### config.mk
export PLATFORM = sky130hd
export DESIGN_NAME = score_display_ctrl_flat
export DESIGN_NICKNAME = d
export VERILOG_FILES = /design/src/rtl/score_display_if.sv /design/src/rtl/score_display_ctrl.sv /design/src/flat_wrapper.sv
export SDC_FILE = /design/constraint.sdc
export NUM_CORES = 1
export LEC_CHECK = 0
export ABC_AREA = 1
export CAP_MARGIN = 20
export CORE_MARGIN = 2
export CORE_UTILIZATION = 54
export CTS_BUF_LIST = sky130_fd_sc_hd__clkbuf_4 sky130_fd_sc_hd__clkbuf_8
export CTS_CLUSTER_SIZE = 14
export DETAILED_ROUTE_END_ITERATION = 8
export PLACE_DENSITY_LB_ADDON = 0.12
export SETUP_SLACK_MARGIN = 0.02
export SLEW_MARGIN = 5
export SYNTH_ARGS = -nofsm -noshare
export SYNTH_HDL_FRONTEND = slang
export SYNTH_SLANG_ARGS = --single-unit
### constraint.sdc
create_clock -name clk -period 4.8 [get_ports clk]
set_clock_uncertainty 0.2 [all_clocks]
set_input_delay 0.72 -clock clk [delete_from_list [all_inputs] [get_ports clk]]
set_output_delay 0.72 -clock clk [all_outputs]
set_load 0.1 [all_outputs]
### src/rtl/score_display_if.sv
// Request and display bundle between the score sources and the score display sequencer.
// The master drives the score/best updates and game_over level.
// The slave (the sequencer) drives busy and the display-driver inputs.
interface score_display_if #(
  parameter int unsigned BIN_W = 14
);

  logic [BIN_W-1:0] score_bin;
  logic             score_vld;
  logic [BIN_W-1:0] best_bin;
  logic             best_vld;
  logic             game_over;
  logic             busy;
  logic [15:0]      hexs;
  logic [3:0]       points;
  logic [3:0]       LEs;

  modport master (
    output score_bin, score_vld, best_bin, best_vld, game_over,
    input  busy, hexs, points, LEs
  );

  modport slave (
    input  score_bin, score_vld, best_bin, best_vld, game_over,
    output busy, hexs, points, LEs
  );

endinterface

### src/rtl/score_display_ctrl.sv
// Score display sequencer: converts current/best binary scores to 4-digit BCD one bit per
// cycle (shift-add-3) and drives the 7-segment display driver, alternating between the two
// views while game_over is high.
// Optional build macro LZB_EN enables leading-zero blanking on LEs.
module score_display_ctrl #(
  parameter int unsigned BIN_W      = 14,
  parameter int unsigned ALT_PERIOD = 50000000
) (
  input logic            clk,
  input logic            rst,
  score_display_if.slave bus_io
);

  localparam int unsigned CntW = (ALT_PERIOD > 2) ? $clog2(ALT_PERIOD) : 1;
  localparam int unsigned ShW  = $clog2(BIN_W + 1);

  typedef enum logic [1:0] {StIdle, StConv, StDone} state_e;

  state_e           state_q;
  logic [BIN_W-1:0] pend_score_q, pend_best_q;
  logic             pend_s_q, pend_b_q;
  logic             src_best_q;
  logic [BIN_W-1:0] sr_q;
  logic [15:0]      acc_q;
  logic [ShW-1:0]   shift_cnt_q;
  logic [15:0]      score_bcd_q, best_bcd_q;

  logic             view_q, view_d;
  logic [CntW-1:0]  cnt_q, cnt_d;
  logic [15:0]      hexs_q, hexs_d;
  logic [3:0]       points_q, points_d;
  logic [3:0]       les_q, les_d;
  logic [15:0]      score_nxt, best_nxt;
  logic [15:0]      acc_adj;

  // Values above four decimal digits saturate at 9999.
  function automatic logic [BIN_W-1:0] clamp(input logic [BIN_W-1:0] v);
    if (32'(v) > 32'd9999) begin
      return BIN_W'(9999);
    end
    return v;
  endfunction

  // Shift-add-3 correction: any BCD nibble >= 5 gets +3 before the next shift.
  function automatic logic [15:0] add3(input logic [15:0] b);
    logic [15:0] r;
    r = b;
    for (int i = 0; i < 4; i++) begin
      if (r[4*i +: 4] >= 4'd5) begin
        r[4*i +: 4] = r[4*i +: 4] + 4'd3;
      end
    end
    return r;
  endfunction

  assign acc_adj = add3(acc_q);

  // Request capture plus conversion FSM; a strobe on the accept edge is consumed directly.
  always_ff @(posedge clk or posedge rst) begin
    if (rst) begin
      state_q      <= StIdle;
      pend_score_q <= '0;
      pend_best_q  <= '0;
      pend_s_q     <= 1'b0;
      pend_b_q     <= 1'b0;
      src_best_q   <= 1'b0;
      sr_q         <= '0;
      acc_q        <= '0;
      shift_cnt_q  <= '0;
      score_bcd_q  <= '0;
      best_bcd_q   <= '0;
    end else begin
      if (bus_io.score_vld) begin
        pend_score_q <= bus_io.score_bin;
        pend_s_q     <= 1'b1;
      end
      if (bus_io.best_vld) begin
        pend_best_q <= bus_io.best_bin;
        pend_b_q    <= 1'b1;
      end
      unique case (state_q)
        StIdle: begin
          if (bus_io.score_vld || pend_s_q) begin
            sr_q        <= clamp(bus_io.score_vld ? bus_io.score_bin : pend_score_q);
            acc_q       <= '0;
            shift_cnt_q <= '0;
            pend_s_q    <= 1'b0;
            src_best_q  <= 1'b0;
            state_q     <= StConv;
          end else if (bus_io.best_vld || pend_b_q) begin
            sr_q        <= clamp(bus_io.best_vld ? bus_io.best_bin : pend_best_q);
            acc_q       <= '0;
            shift_cnt_q <= '0;
            pend_b_q    <= 1'b0;
            src_best_q  <= 1'b1;
            state_q     <= StConv;
          end
        end
        StConv: begin
          acc_q       <= {acc_adj[14:0], sr_q[BIN_W-1]};
          sr_q        <= sr_q << 1;
          shift_cnt_q <= shift_cnt_q + ShW'(1);
          if (shift_cnt_q == ShW'(BIN_W - 1)) begin
            state_q <= StDone;
          end
        end
        StDone: begin
          if (src_best_q) begin
            best_bcd_q <= acc_q;
          end else begin
            score_bcd_q <= acc_q;
          end
          state_q <= StIdle;
        end
        default: state_q <= StIdle;
      endcase
    end
  end

  // View alternation and display outputs; uses the value being committed this edge so a new
  // result reaches hexs without an extra cycle.
  always_comb begin
    cnt_d  = cnt_q;
    view_d = view_q;
    if (!bus_io.game_over) begin
      cnt_d  = '0;
      view_d = 1'b0;
    end else if (cnt_q == CntW'(ALT_PERIOD - 1)) begin
      cnt_d  = '0;
      view_d = ~view_q;
    end else begin
      cnt_d = cnt_q + CntW'(1);
    end

    score_nxt = (state_q == StDone && !src_best_q) ? acc_q : score_bcd_q;
    best_nxt  = (state_q == StDone && src_best_q) ? acc_q : best_bcd_q;
    hexs_d    = view_d ? best_nxt : score_nxt;
    points_d  = view_d ? 4'b0001 : 4'b0000;
`ifdef LZB_EN
    les_d[3] = (hexs_d[15:12] == 4'd0);
    les_d[2] = (hexs_d[15:8] == 8'd0);
    les_d[1] = (hexs_d[15:4] == 12'd0);
    les_d[0] = 1'b0;
`else
    les_d = 4'b0000;
`endif
  end

  // Output and view registers.
  always_ff @(posedge clk or posedge rst) begin
    if (rst) begin
      view_q   <= 1'b0;
      cnt_q    <= '0;
      hexs_q   <= 16'h0000;
      points_q <= 4'b0000;
`ifdef LZB_EN
      les_q    <= 4'b1110;
`else
      les_q    <= 4'b0000;
`endif
    end else begin
      view_q   <= view_d;
      cnt_q    <= cnt_d;
      hexs_q   <= hexs_d;
      points_q <= points_d;
      les_q    <= les_d;
    end
  end

  assign bus_io.busy   = (state_q != StIdle);
  assign bus_io.hexs   = hexs_q;
  assign bus_io.points = points_q;
  assign bus_io.LEs    = les_q;

endmodule

### src/flat_wrapper.sv
// flat-port wrapper written by rule: the top's interface ports become plain ports
module score_display_ctrl_flat 
#(
  parameter int unsigned BIN_W      = 14,
  parameter int unsigned ALT_PERIOD = 50000000
)
  (clk, rst, bus_io_score_bin, bus_io_score_vld, bus_io_best_bin, bus_io_best_vld, bus_io_game_over, bus_io_busy, bus_io_hexs, bus_io_points, bus_io_LEs);
  score_display_if #(.BIN_W(BIN_W)) bus_io_i ();
  input logic clk;
  input logic rst;
  input wire logic [$bits(bus_io_i.score_bin)-1:0] bus_io_score_bin;
  input wire logic [$bits(bus_io_i.score_vld)-1:0] bus_io_score_vld;
  input wire logic [$bits(bus_io_i.best_bin)-1:0] bus_io_best_bin;
  input wire logic [$bits(bus_io_i.best_vld)-1:0] bus_io_best_vld;
  input wire logic [$bits(bus_io_i.game_over)-1:0] bus_io_game_over;
  output wire logic [$bits(bus_io_i.busy)-1:0] bus_io_busy;
  output wire logic [$bits(bus_io_i.hexs)-1:0] bus_io_hexs;
  output wire logic [$bits(bus_io_i.points)-1:0] bus_io_points;
  output wire logic [$bits(bus_io_i.LEs)-1:0] bus_io_LEs;
  assign bus_io_i.score_bin = bus_io_score_bin;
  assign bus_io_i.score_vld = bus_io_score_vld;
  assign bus_io_i.best_bin = bus_io_best_bin;
  assign bus_io_i.best_vld = bus_io_best_vld;
  assign bus_io_i.game_over = bus_io_game_over;
  assign bus_io_busy = bus_io_i.busy;
  assign bus_io_hexs = bus_io_i.hexs;
  assign bus_io_points = bus_io_i.points;
  assign bus_io_LEs = bus_io_i.LEs;
  score_display_ctrl #(.BIN_W(BIN_W), .ALT_PERIOD(ALT_PERIOD)) u_core (.clk(clk), .rst(rst), .bus_io(bus_io_i));
endmodule
==> impl_metrics.csv <==
group,metric,value,unit
sta,slew_violations,0,
layout,syn_to_final_growth,15.1,%
layout,final_cell_mix,"nand2_1, dfrtp_1, nor2_1, inv_1, o21ai_0",
detailed_routing,drt-pass1-iter-count,5,
layout,antennaDiodeCount,0,
sta,fin_crit,3.25,ns
cts,root_buffer,"clkbuf_8",
cts,cts_resized,0,
place,place_congestion,0.932,
grt,grt_max_degree,87,
flow_run,drv_cap,0,
cts,postCtsSetupRepairBufs,0,
detailed_routing,drtIter0Drc,387,
grt,grt_antenna_before_repair,0,
floorplan,die-area,13500,um2
sta,relSlewSlack,35.1,%
logic_synthesis,yosys_register_bits,142,
critical_path,critPathLaunchType,"flop",
place,dp_cells,1017,
cts,cts_buffers,17,
logic_synthesis,netlist_area,6780,um2
cts,h-tree-depth,4,
critical_path,critPathCaptureType,"output port",
cts,clkSinkCount,142,
run_status,status,"finished, final reports clean",
detailed_routing,vias,5526,
cts,cts_buffer_depth,2,
critical_path,crit_chain,"nor2_1 -> inv_1 -> clkdlybuf4s50_1",
floorplan,start_util,56.0,%
layout,drive_gt1_share,7.59,%
critical_path,crit_required,3.88,ns
sta,finalCritPeriodShare,67.8,%
logic_synthesis,synth_cell_type_count,42,
grt,grt_pass1_wl,26100,um
logic_synthesis,syn_area_per_cell,8.23,um2
sta,tns,0,ns
cts,cts_tree,"yes",
grt,grt_util_all_layers,25.0,%
critical_path,critPathSlowestCell,"clkdlybuf4s50_1",
cts,clk_pin_slew_worst_paths,0.08,ns
cts,holdBufCountCts,0,
floorplan,die_w,116,um
logic_synthesis,yosysSeqAreaShare,52.4,%
critical_path,worstSetupPathType,"flop to output port",
detailed_routing,remaining_drc_errors,0,
place,port_buffers,50,
floorplan,core_area,12100,um2
layout,layout.cells.non_filler,1051,
sta,hold_slack,0.281,ns
floorplan,io_pins,58,
floorplan,rows,40,
sta,max_freq,0.307,GHz
detailed_routing,wirelength,15400,um
grt,overflow,0,
critical_path,cp_top_family,"buffers and inverters",
critical_path,cp_max_fo,5,
grt,grt_pass1_vias,5444,
floorplan,dieHeight,116,um
logic_synthesis,synth_cells,824,
sta,setup_viol,0,
layout,layout_commonest_cell,"nand2_1",
layout,fill_cells,1044,
critical_path,arrival,2.33,ns
power_and_ir_drop,leakage,3.65,nW
logic_synthesis,ys.warnings.count,0,
detailed_routing,ant_nets,0,
critical_path,cp_num_buf_inv,2,
power_and_ir_drop,power.total,0.00377,W
critical_path,max_stage_delay,0.98,ns
sta,grt_setup_unrepaired,"no",
sta,worst_pin_slew,0.970,ns
min_path,hold_class,"flop to flop",
detailed_routing,wl_per_cell,14.6,um
place,dp_hpwl,10900,um
power_and_ir_drop,power_density,483,nW/um2
cts,clk_latency,0.45,ns
layout,final_nets,914,
detailed_routing,via_per_inst,5.26,
sta,hold_viol_final,0,
power_and_ir_drop,ir_drop,238,uV
==> synth_stat cells, drive strengths merged <==
master    n  area, um2
conb      1       3.75
o21ai    64        320
a21o      1       7.51
o32ai     5       43.8
nor3b     1       7.51
o211ai    5       37.5
or2       7       46.3
dfrtp   142       3550
clkinv    1       3.75
nand3    33        193
a22oi     1       7.51
nand2   280       1080
ha       11        138
nor2     94        368
o22ai     4       25.0
inv      70        265
nand4     5       31.3
a21oi    19       95.1
xnor2     2       17.5
a31oi     3       18.8
o31ai     1       7.51
nor3     19        111
clkbuf   11       41.3
nand3b    2       15.0
nor4      2       12.5
buf      24        194
xor2     16        140
==> area by class of cell <==
| type | count | area [um2] | area share, % |
|---|---|---|---|
| multi-input cells | 582 | 2750 | 35.2 |
| clock inverters | 11 | 188 | 2.40 |
| well taps | 168 | 210 | 2.69 |
| flip-flops and latches | 142 | 3550 | 45.5 |
| clock buffers | 21 | 277 | 3.54 |
| inverters | 71 | 274 | 3.51 |
| repair buffers | 56 | 561 | 7.18 |
==> flip-flops by register name (all words and copies together), names as in the netlist, 2 cells and up <==
name	flops
u_core.sr_q	14
u_core.pend_score_q	14
u_core.best_bcd_q	16
u_core.shift_cnt_q	4
u_core.pend_best_q	14
u_core.cnt_q	26
u_core.acc_q	16
u_core.score_bcd_q	16
u_core.bus_io.hexs	16
u_core.state_q	2
==> metal layers <==
metal  global-route usage [%]  part of all wire, %  up-vias
li1                         -                    -     2685
met1                     34.4                   46     2634
met2                     39.5                   46      181
met3                     5.60                  5.5       26
met4                     8.73                  1.9        0
met5                        0                    0        -
==> worst register-to-register path, delay by kind of cell, from the launching register on <==
family / cells / cell delay (ns)
and+or+nand+nor: 3 / 0.89
buffers and inverters: 2 / 0.50
DFF: 1 / 0.37
AOI/OAI and AO/OA: 2 / 0.24
==> power by group <==
group | internal, W | total [W] | switching, W
registers | 0.00143 | 0.00152 | 0.0000890
logic | 0.000303 | 0.00116 | 0.000853
clock network | 0.000655 | 0.00110 | 0.000448
==> worst paths after layout <==
check | from | to | slack, ns | cells after the start
setup / recovery | u_core.state_q[1] | bus_io_busy | 1.55 | 3
hold / removal | u_core.shift_cnt_q[3] | u_core.shift_cnt_q[3] | 0.28 | 1
setup reg to reg | u_core.pend_s_q | u_core.sr_q[12] | 2.49 | 7
hold reg to reg | u_core.shift_cnt_q[3] | u_core.shift_cnt_q[3] | 0.28 | 1
max in group asynchronous | rst | u_core.score_bcd_q[0] | 2.86 | 3
min in group asynchronous | rst | u_core.pend_best_q[3] | 0.57 | 2
==> kinds of logic (layout without fill, tap and decap cells) <==
| group | count (synthesis) | after routing | share of synthesized area, % |
|---|---|---|---|
| and+or+nand+nor | 443 | 443 | 27.5 |
| other | 1 | 7 | 0.0553 |
| AOI/OAI and AO/OA | 103 | 103 | 8.30 |
| adders and majority gates | 11 | 11 | 2.03 |
| DFF | 142 | 142 | 52.4 |
| xor gates and xnor gates | 18 | 18 | 2.32 |
| buffers and inverters | 106 | 159 | 7.43 |
==> per-stage QoR <==
step / worst slack, ns / cell area (um2) / util, %
after floorplan: 0.0704 / 6810 / -
after global placement: 1.57 / 7320 / 60.4
after detailed placement: 1.51 / 7320 / 60.4
after CTS: 1.54 / 7780 / 64.2
after global routing: 1.45 / 7810 / 64.5
final: 1.55 / 7810 / 64.5
(Power assumes the default switching activity.)
